--- config.mk ---
export PLATFORM = sky130hd
export DESIGN_NAME = bomb_pool_ctrl_flat
export DESIGN_NICKNAME = d
export VERILOG_FILES = /design/src/rtl/bomb_pool_ctrl_if.sv /design/src/rtl/bomb_pool_ctrl.sv /design/src/flat_wrapper.sv
export SDC_FILE = /design/constraint.sdc
export NUM_CORES = 1
export LEC_CHECK = 0
export BUFFER_PORTS_ARGS = -buffer_cell sky130_fd_sc_hd__buf_4
export CORE_MARGIN = 2
export CORE_UTILIZATION = 65
export DETAILED_ROUTE_END_ITERATION = 8
export GPL_TIMING_DRIVEN = 1
export HOLD_SLACK_MARGIN = 0.12
export PLACE_DENSITY = 0.83
export SYNTH_ARGS = -nofsm -noshare
export SYNTH_HDL_FRONTEND = slang
export SYNTH_SLANG_ARGS = --single-unit
--- constraint.sdc ---
create_clock -name clk -period 13 [get_ports clk]
set_clock_uncertainty 0.05 [all_clocks]
set_input_delay 0.65 -clock clk [delete_from_list [all_inputs] [get_ports clk]]
set_output_delay 0.65 -clock clk [all_outputs]
set_load 0.02 [all_outputs]
--- src/rtl/bomb_pool_ctrl_if.sv ---
// Player-side bus of the bomb manager: timing/control inputs, player and
// VGA pixel positions, and the registered draw/event outputs.
interface bomb_pool_ctrl_if;
    logic        OneSecPulse;
    logic        clear_all;
    logic        drop_bomb_key;
    logic        capacity_up;
    logic        radius_up;
    logic [10:0] player_topLeftX;
    logic [10:0] player_topLeftY;
    logic [10:0] pixelX;
    logic [10:0] pixelY;
    logic        bomb_DR;
    logic        blast_DR;
    logic [2:0]  draw_slot;
    logic        blast;
    logic        explosion;
    logic [3:0]  bombs_left;
    logic [2:0]  radius;

    // Game logic / keyboard side: drives requests, consumes draw and events
    modport master (
        output OneSecPulse, clear_all, drop_bomb_key, capacity_up, radius_up,
        output player_topLeftX, player_topLeftY, pixelX, pixelY,
        input  bomb_DR, blast_DR, draw_slot, blast, explosion, bombs_left, radius
    );

    // Bomb manager side
    modport slave (
        input  OneSecPulse, clear_all, drop_bomb_key, capacity_up, radius_up,
        input  player_topLeftX, player_topLeftY, pixelX, pixelY,
        output bomb_DR, blast_DR, draw_slot, blast, explosion, bombs_left, radius
    );
endinterface

--- src/rtl/bomb_pool_ctrl.sv ---
// bomb_pool_ctrl: pool of NUM_BOMBS bomb slots, each IDLE -> FUSE -> BLAST.
// Handles tile-snapped drops with duplicate rejection, chain detonation
// through blast crosses, capacity/radius power-ups, and produces registered
// draw requests plus blast/explosion events. clear_all acts as the
// synchronous soft clear: it empties every slot but keeps the power-ups.
module bomb_pool_ctrl #(
    parameter int NUM_BOMBS    = 3,
    parameter int START_BOMBS  = 2,
    parameter int FUSE_SEC     = 3,
    parameter int BLAST_SEC    = 1,
    parameter int TILE_SHIFT   = 5,
    parameter int START_RADIUS = 1,
    parameter int MAX_RADIUS   = 4
) (
    input  logic            clk,
    input  logic            resetN,
    bomb_pool_ctrl_if.slave bus
);
    localparam int          TW        = 11 - TILE_SHIFT;
    localparam int          TW1       = TW + 1;
    localparam logic [3:0]  FUSE_CNT  = 4'(FUSE_SEC);
    localparam logic [3:0]  BLAST_CNT = 4'(BLAST_SEC);
    localparam logic [3:0]  CAP_START = 4'(START_BOMBS);
    localparam logic [3:0]  CAP_MAX   = 4'(NUM_BOMBS);
    localparam logic [2:0]  RAD_START = 3'(START_RADIUS);
    localparam logic [2:0]  RAD_MAX   = 3'(MAX_RADIUS);
    localparam logic [11:0] HALF_TILE = 12'(1 << (TILE_SHIFT - 1));

    typedef enum logic [1:0] {
        SLOT_IDLE  = 2'd0,
        SLOT_FUSE  = 2'd1,
        SLOT_BLAST = 2'd2
    } slot_state_t;

    slot_state_t   state_r  [NUM_BOMBS];
    logic [TW-1:0] tile_x_r [NUM_BOMBS];
    logic [TW-1:0] tile_y_r [NUM_BOMBS];
    logic [3:0]    cnt_r    [NUM_BOMBS];
    logic [2:0]    rad_r    [NUM_BOMBS];

    logic       key_d_r;
    logic [3:0] capacity_r;
    logic [3:0] bombs_left_r;
    logic [2:0] radius_r;
    logic       bomb_dr_r;
    logic       blast_dr_r;
    logic [2:0] draw_slot_r;
    logic       blast_r;
    logic       explosion_r;

    // Drop decision signals
    logic                 rise_s;
    logic                 dup_s;
    logic                 free_any_s;
    logic                 accept_s;
    logic [TW-1:0]        drop_tx_s;
    logic [TW-1:0]        drop_ty_s;
    logic [NUM_BOMBS-1:0] free_vec_s;
    logic [2:0]           free_idx_s;

    // Slot event signals
    logic [NUM_BOMBS-1:0] take_s;
    logic [NUM_BOMBS-1:0] chain_s;
    logic [NUM_BOMBS-1:0] enter_s;
    logic [NUM_BOMBS-1:0] return_s;
    logic [NUM_BOMBS-1:0] blast_next_s;
    logic [3:0]           ret_count_s;
    logic                 cap_inc_s;
    logic                 rad_inc_s;
    logic [3:0]           cap_next_s;
    logic [4:0]           left_sum_s;
    logic [3:0]           left_next_s;

    // Draw signals
    logic [TW-1:0]        pix_tx_s;
    logic [TW-1:0]        pix_ty_s;
    logic [NUM_BOMBS-1:0] bomb_vec_s;
    logic [NUM_BOMBS-1:0] blast_vec_s;
    logic                 bomb_hit_s;
    logic                 blast_hit_s;
    logic [2:0]           bomb_slot_s;
    logic [2:0]           blast_slot_s;

    // True when tile (px,py) lies on the cross of radius r centred at (cx,cy).
    // Differences are signed and one bit wider, so crosses never wrap.
    function automatic logic in_cross(
        input logic [TW-1:0] cx,
        input logic [TW-1:0] cy,
        input logic [2:0]    r,
        input logic [TW-1:0] px,
        input logic [TW-1:0] py
    );
        logic signed [TW:0] dx;
        logic signed [TW:0] dy;
        logic [TW:0]        adx;
        logic [TW:0]        ady;
        dx  = $signed({1'b0, px}) - $signed({1'b0, cx});
        dy  = $signed({1'b0, py}) - $signed({1'b0, cy});
        adx = dx[TW] ? $unsigned(-dx) : $unsigned(dx);
        ady = dy[TW] ? $unsigned(-dy) : $unsigned(dy);
        return ((py == cy) && (adx <= TW1'(r))) || ((px == cx) && (ady <= TW1'(r)));
    endfunction

    // Decide whether this cycle's key edge places a bomb, and in which slot
    always_comb begin
        rise_s     = bus.drop_bomb_key & ~key_d_r;
        drop_tx_s  = TW'(({1'b0, bus.player_topLeftX} + HALF_TILE) >> TILE_SHIFT);
        drop_ty_s  = TW'(({1'b0, bus.player_topLeftY} + HALF_TILE) >> TILE_SHIFT);
        dup_s      = 1'b0;
        free_vec_s = {NUM_BOMBS{1'b0}};
        free_idx_s = 3'd0;
        for (int i = 0; i < NUM_BOMBS; i++) begin
            dup_s = dup_s | ((state_r[i] != SLOT_IDLE) &&
                             (tile_x_r[i] == drop_tx_s) && (tile_y_r[i] == drop_ty_s));
            free_vec_s[i] = (state_r[i] == SLOT_IDLE) && (4'(i) < capacity_r);
        end
        for (int i = NUM_BOMBS - 1; i >= 0; i--) begin
            free_idx_s = free_vec_s[i] ? 3'(i) : free_idx_s;
        end
        free_any_s = |free_vec_s;
        accept_s   = rise_s && (bombs_left_r != 4'd0) && free_any_s && !dup_s;
    end

    // Per-slot transitions (fuse expiry, chain hits, returns) and pool counters
    always_comb begin
        take_s       = {NUM_BOMBS{1'b0}};
        chain_s      = {NUM_BOMBS{1'b0}};
        enter_s      = {NUM_BOMBS{1'b0}};
        return_s     = {NUM_BOMBS{1'b0}};
        blast_next_s = {NUM_BOMBS{1'b0}};
        ret_count_s  = 4'd0;
        for (int i = 0; i < NUM_BOMBS; i++) begin
            for (int j = 0; j < NUM_BOMBS; j++) begin
                chain_s[i] = chain_s[i] |
                    ((state_r[j] == SLOT_BLAST) &&
                     in_cross(tile_x_r[j], tile_y_r[j], rad_r[j], tile_x_r[i], tile_y_r[i]));
            end
            chain_s[i]      = chain_s[i] & (state_r[i] == SLOT_FUSE);
            take_s[i]       = accept_s && (free_idx_s == 3'(i));
            enter_s[i]      = (state_r[i] == SLOT_FUSE) &&
                              (chain_s[i] || (bus.OneSecPulse && (cnt_r[i] == 4'd1)));
            return_s[i]     = (state_r[i] == SLOT_BLAST) && bus.OneSecPulse && (cnt_r[i] == 4'd1);
            blast_next_s[i] = enter_s[i] || ((state_r[i] == SLOT_BLAST) && !return_s[i]);
            ret_count_s     = ret_count_s + {3'b000, return_s[i]};
        end
        cap_inc_s   = bus.capacity_up && (capacity_r < CAP_MAX);
        rad_inc_s   = bus.radius_up && (radius_r < RAD_MAX);
        cap_next_s  = capacity_r + {3'b000, cap_inc_s};
        left_sum_s  = {1'b0, bombs_left_r} + {1'b0, ret_count_s} +
                      {4'b0000, cap_inc_s} - {4'b0000, accept_s};
        left_next_s = (left_sum_s > {1'b0, cap_next_s}) ? cap_next_s : left_sum_s[3:0];
    end

    // Find the lowest fused slot on the pixel's tile and the lowest blast cross covering it
    always_comb begin
        pix_tx_s     = TW'(bus.pixelX >> TILE_SHIFT);
        pix_ty_s     = TW'(bus.pixelY >> TILE_SHIFT);
        bomb_vec_s   = {NUM_BOMBS{1'b0}};
        blast_vec_s  = {NUM_BOMBS{1'b0}};
        bomb_slot_s  = 3'd0;
        blast_slot_s = 3'd0;
        for (int i = 0; i < NUM_BOMBS; i++) begin
            bomb_vec_s[i]  = (state_r[i] == SLOT_FUSE) &&
                             (tile_x_r[i] == pix_tx_s) && (tile_y_r[i] == pix_ty_s);
            blast_vec_s[i] = (state_r[i] == SLOT_BLAST) &&
                             in_cross(tile_x_r[i], tile_y_r[i], rad_r[i], pix_tx_s, pix_ty_s);
        end
        for (int i = NUM_BOMBS - 1; i >= 0; i--) begin
            bomb_slot_s  = bomb_vec_s[i]  ? 3'(i) : bomb_slot_s;
            blast_slot_s = blast_vec_s[i] ? 3'(i) : blast_slot_s;
        end
        bomb_hit_s  = |bomb_vec_s;
        blast_hit_s = |blast_vec_s;
    end

    // Slot lifecycle, pool counters and registered draw/event outputs
    always_ff @(posedge clk or negedge resetN) begin
        if (!resetN) begin
            for (int i = 0; i < NUM_BOMBS; i++) begin
                state_r[i]  <= SLOT_IDLE;
                tile_x_r[i] <= {TW{1'b0}};
                tile_y_r[i] <= {TW{1'b0}};
                cnt_r[i]    <= 4'd0;
                rad_r[i]    <= 3'd0;
            end
            key_d_r      <= 1'b0;
            capacity_r   <= CAP_START;
            radius_r     <= RAD_START;
            bombs_left_r <= CAP_START;
            bomb_dr_r    <= 1'b0;
            blast_dr_r   <= 1'b0;
            draw_slot_r  <= 3'd0;
            blast_r      <= 1'b0;
            explosion_r  <= 1'b0;
        end else if (bus.clear_all) begin
            for (int i = 0; i < NUM_BOMBS; i++) begin
                state_r[i] <= SLOT_IDLE;
                cnt_r[i]   <= 4'd0;
            end
            key_d_r      <= bus.drop_bomb_key;
            bombs_left_r <= capacity_r;
            bomb_dr_r    <= 1'b0;
            blast_dr_r   <= 1'b0;
            draw_slot_r  <= 3'd0;
            blast_r      <= 1'b0;
            explosion_r  <= 1'b0;
        end else begin
            key_d_r      <= bus.drop_bomb_key;
            capacity_r   <= cap_next_s;
            radius_r     <= radius_r + {2'b00, rad_inc_s};
            bombs_left_r <= left_next_s;
            for (int i = 0; i < NUM_BOMBS; i++) begin
                case (state_r[i])
                    SLOT_IDLE: begin
                        if (take_s[i]) begin
                            state_r[i]  <= SLOT_FUSE;
                            tile_x_r[i] <= drop_tx_s;
                            tile_y_r[i] <= drop_ty_s;
                            cnt_r[i]    <= FUSE_CNT;
                            rad_r[i]    <= radius_r;
                        end
                    end
                    SLOT_FUSE: begin
                        if (enter_s[i]) begin
                            state_r[i] <= SLOT_BLAST;
                            cnt_r[i]   <= BLAST_CNT;
                        end else if (bus.OneSecPulse) begin
                            cnt_r[i] <= cnt_r[i] - 4'd1;
                        end
                    end
                    SLOT_BLAST: begin
                        if (return_s[i]) begin
                            state_r[i] <= SLOT_IDLE;
                            cnt_r[i]   <= 4'd0;
                        end else if (bus.OneSecPulse) begin
                            cnt_r[i] <= cnt_r[i] - 4'd1;
                        end
                    end
                    default: begin
                        state_r[i] <= SLOT_IDLE;
                        cnt_r[i]   <= 4'd0;
                    end
                endcase
            end
            bomb_dr_r   <= bomb_hit_s;
            blast_dr_r  <= !bomb_hit_s && blast_hit_s;
            draw_slot_r <= bomb_hit_s ? bomb_slot_s : (blast_hit_s ? blast_slot_s : 3'd0);
            blast_r     <= |enter_s;
            explosion_r <= |blast_next_s;
        end
    end

    assign bus.bomb_DR    = bomb_dr_r;
    assign bus.blast_DR   = blast_dr_r;
    assign bus.draw_slot  = draw_slot_r;
    assign bus.blast      = blast_r;
    assign bus.explosion  = explosion_r;
    assign bus.bombs_left = bombs_left_r;
    assign bus.radius     = radius_r;

endmodule

--- src/flat_wrapper.sv ---
// flat-port wrapper written by rule: the top's interface ports become plain ports
module bomb_pool_ctrl_flat 
#(
    parameter int NUM_BOMBS    = 3,
    parameter int START_BOMBS  = 2,
    parameter int FUSE_SEC     = 3,
    parameter int BLAST_SEC    = 1,
    parameter int TILE_SHIFT   = 5,
    parameter int START_RADIUS = 1,
    parameter int MAX_RADIUS   = 4
)
  (clk, resetN, bus_OneSecPulse, bus_clear_all, bus_drop_bomb_key, bus_capacity_up, bus_radius_up, bus_player_topLeftX, bus_player_topLeftY, bus_pixelX, bus_pixelY, bus_bomb_DR, bus_blast_DR, bus_draw_slot, bus_blast, bus_explosion, bus_bombs_left, bus_radius);
  bomb_pool_ctrl_if bus_i ();
  input  logic clk;
  input  logic resetN;
  input wire logic [$bits(bus_i.OneSecPulse)-1:0] bus_OneSecPulse;
  input wire logic [$bits(bus_i.clear_all)-1:0] bus_clear_all;
  input wire logic [$bits(bus_i.drop_bomb_key)-1:0] bus_drop_bomb_key;
  input wire logic [$bits(bus_i.capacity_up)-1:0] bus_capacity_up;
  input wire logic [$bits(bus_i.radius_up)-1:0] bus_radius_up;
  input wire logic [$bits(bus_i.player_topLeftX)-1:0] bus_player_topLeftX;
  input wire logic [$bits(bus_i.player_topLeftY)-1:0] bus_player_topLeftY;
  input wire logic [$bits(bus_i.pixelX)-1:0] bus_pixelX;
  input wire logic [$bits(bus_i.pixelY)-1:0] bus_pixelY;
  output wire logic [$bits(bus_i.bomb_DR)-1:0] bus_bomb_DR;
  output wire logic [$bits(bus_i.blast_DR)-1:0] bus_blast_DR;
  output wire logic [$bits(bus_i.draw_slot)-1:0] bus_draw_slot;
  output wire logic [$bits(bus_i.blast)-1:0] bus_blast;
  output wire logic [$bits(bus_i.explosion)-1:0] bus_explosion;
  output wire logic [$bits(bus_i.bombs_left)-1:0] bus_bombs_left;
  output wire logic [$bits(bus_i.radius)-1:0] bus_radius;
  assign bus_i.OneSecPulse = bus_OneSecPulse;
  assign bus_i.clear_all = bus_clear_all;
  assign bus_i.drop_bomb_key = bus_drop_bomb_key;
  assign bus_i.capacity_up = bus_capacity_up;
  assign bus_i.radius_up = bus_radius_up;
  assign bus_i.player_topLeftX = bus_player_topLeftX;
  assign bus_i.player_topLeftY = bus_player_topLeftY;
  assign bus_i.pixelX = bus_pixelX;
  assign bus_i.pixelY = bus_pixelY;
  assign bus_bomb_DR = bus_i.bomb_DR;
  assign bus_blast_DR = bus_i.blast_DR;
  assign bus_draw_slot = bus_i.draw_slot;
  assign bus_blast = bus_i.blast;
  assign bus_explosion = bus_i.explosion;
  assign bus_bombs_left = bus_i.bombs_left;
  assign bus_radius = bus_i.radius;
  bomb_pool_ctrl #(.NUM_BOMBS(NUM_BOMBS), .START_BOMBS(START_BOMBS), .FUSE_SEC(FUSE_SEC), .BLAST_SEC(BLAST_SEC), .TILE_SHIFT(TILE_SHIFT), .START_RADIUS(START_RADIUS), .MAX_RADIUS(MAX_RADIUS)) u_core (.clk(clk), .resetN(resetN), .bus(bus_i));
endmodule
==> run metrics <==
Yosys top cell area share 0.197; Final ANT Viol Nets 0; Synth Area in XOR/XNOR 0.0786; most used cell, CP ha_1; Total GRT Usage 0.360; DR DRC count 0; global route overflow 0; DR pass1 iterations 8; Crit Path Category input port to flip-flop; top-count cell post-synth ha_1; WP buf/inv 2; RSZ-0062 raised after global routing false; Die Ht 146 um; drt wl/cell 20.6 um; Core Util, Final 0.705; min Tclk post-route 5.55 ns; I/O Buffers 45; CP startpoint kind input port; worst hold path class input port to asynchronous set/reset pin; Filler cells 1606; Post-synth top cells 205 x ha_1, 123 x inv_1, 122 x nor2_1; Fmax 180 MHz; yosys warns 0; slew at the pin with the worst max-slew slack 1.30 ns; core area 0.0196 mm2; Max Cap Viol 0; EDFF count, synth 0; Vias/cell 6.59; clock buffer count from CTS 9; simple-gate area share of the yosys netlist 0.213; worst-path cell chain buf_4 > ha_1 > xor2_1 > nor3_1 > or4b_1 > or4_1 > and3_4 > nand2_1 > a21oi_1 > ha_1 > fa_1 > inv_1 > fa_1 > ha_1 > nor2b_1 > o21ai_0 > nand2b_1 > a21oi_1 > o21ai_1 > mux2i_1 > o22ai_1; area of the multi-input gates 0.0103 mm2; status finished, final reports clean; vias post-DR 12400; share of layout cells above drive strength 1 0.0857; clock root buffer clkbuf_16; largest family of logic cells by synthesized area adder cells; final hold violation count 0; Synth Flop Type dfrtp_1; clock sink total 81; Distinct cells, synth 85; CTS tree yes; Area growth syn-to-layout 5.81%; Post-Syn Area 0.0130 mm2; initial antenna violation count 1; gpl congestion 0.994; largest net degree at the start of global routing 58; vias in the first global route 11700; half-perimeter wire length after placement 30.9 mm; mux cell area share after synthesis 0.0588; Worst EP required 13.16 ns; CP endpoint kind flip-flop; first-pass GRT wire length 61.0 mm; fin nets 1883; crit-path leading delay family adder cells; Top-Level Pins 65; synthesized area per cell 8.13 um2; cell taking the most area after synthesis ha_1; sequential element share of the synthesized area 0.156; H-tree depth 3; CTS max path bufs 2; Critical-path top delay cell or4_1; final setup fails 0; postcts setup bufs 0; final setup TNS 0 ns; Reg clk slew, reported paths 0.06 ns; hold_buf cts 0; Async S/R FF share, synth 1.00; Clk Latency, worst-skew pair 0.35 ns; Die W 146 um; Initial Util 0.666; Worst Path Max Fanout 8; register area 0.00203 mm2; Die ar. 0.0212 mm2; standard-cell row count 51; Initial DRC Count 1037; Slew Limit Headroom 0.131; CP max stage delay 0.53 ns; post-synthesis compound-gate area fraction 0.210; Cells after Synth 1604; Adder-Cell Fraction of Synth Area 0.229; synth top area cells ha_1 20%, dfrtp_1 15%, xnor2_1 5.5%; Final Cycle Share 0.427; Post-CTS Resized 0; critical path arrival 5.72 ns; Routed WL 38.8 mm; Yosys reg bits 81; Pins Over Slew Limit 0; Post-Syn Nets 1881
==> worst reg2reg max path, cell delays in order, from the launching register on <==
cell       delay, ns
dfrtp_1         0.54
inv_1           0.38
nand3b_1        0.14
a311oi_1        0.31
o2111ai_1       0.13
or4_1           0.43
and3_4          0.22
nand2_1         0.11
a21oi_1         0.08
ha_1            0.32
fa_1            0.36
inv_1           0.09
fa_1            0.46
ha_1            0.31
nor2b_1         0.11
o21ai_0         0.10
nand2b_1        0.10
a21oi_1         0.07
o21ai_1         0.52
mux2i_1         0.28
o22ai_1         0.10
==> metal layers <==
metal / routed length, um / share of wire / up-vias / GRT usage
li1: - / - / 5817 / -
met1: 15600 / 0.40 / 5851 / 0.460
met2: 17500 / 0.45 / 573 / 0.579
met3: 3360 / 0.087 / 141 / 0.0592
met4: 2350 / 0.060 / 0 / 0.202
met5: 0 / 0 / - / 0
==> flip-flops by register name, summed over array words and instances (netlist names) <==
register,cells
u_core.bus.blast,1
u_core.bus.blast_DR,1
u_core.bus.bomb_DR,1
u_core.bus.bombs_left,4
u_core.bus.draw_slot,2
u_core.bus.explosion,1
u_core.bus.radius,3
u_core.capacity_r,4
u_core.cnt_r,12
u_core.key_d_r,1
u_core.rad_r,9
u_core.state_r,6
u_core.tile_x_r,18
u_core.tile_y_r,18
==> through the flow <==
step | instance area, um2 | cells | hold slack [ns] | setup slack, ns
6_report | 13800 | 1878 | 0.152 | 7.45
5_1_grt | 13800 | 1876 | 0.176 | 7.10
4_1_cts | 13800 | 1876 | 0.162 | 7.47
3_5_place_dp | 13500 | 1860 | 0.451 | 7.10
3_3_place_gp | 13500 | 1860 | 0.438 | 7.28
2_1_floorplan | 13000 | 1604 | 0.304 | 7.77
==> layout make-up <==
type / count / area share
repair buffers: 49 / 0.0267
clock buffers: 9 / 0.0163
multi-input cells: 1342 / 0.747
inverters: 123 / 0.0335
flip-flops and latches: 81 / 0.147
clock inverters: 7 / 0.00553
diodes: 2 / 0.000363
well taps: 265 / 0.0240
==> cell families (layout without fill, tap and decap cells) <==
logic type | after synthesis | count (layout)
flops | 81 | 81
mux | 69 | 69
compound gates | 402 | 402
other cells | 1 | 3
fa+ha+maj | 226 | 226
xor+xnor | 113 | 113
buf+inv | 181 | 188
simple gates | 531 | 531
==> worst paths after layout <==
| kind | startpoint | end | slack [ns] | cells after the start |
|---|---|---|---|---|
| max | bus_player_topLeftY[4] | u_core.bus.bombs_left[3] | 7.45 | 21 |
| min | resetN | u_core.bus.bombs_left[3] | 0.15 | 1 |
| max reg2reg | u_core.tile_y_r[13] | u_core.bus.bombs_left[3] | 7.65 | 20 |
| min reg2reg | u_core.rad_r[5] | u_core.rad_r[5] | 0.47 | 1 |
| max in group asynchronous | resetN | u_core.tile_y_r[17] | 11.68 | 2 |
| min in group clk | bus_drop_bomb_key | u_core.key_d_r | 0.37 | 1 |
==> layout by cell type (no fill, tap or decap), drive strengths merged, types with 44 or more instances in the layout <==
| cell | count |
|---|---|
| ha | 205 |
| inv | 126 |
| nor2 | 123 |
| nand2 | 109 |
| o21ai | 86 |
| a21oi | 85 |
| xnor2 | 82 |
| dfrtp | 78 |
| nor2b | 49 |
| buf | 49 |
| nand3 | 44 |
Power is left out: the tool's default activity adds up to more than one toggle a clock period on the data nets, which glitch-free logic cannot reach.
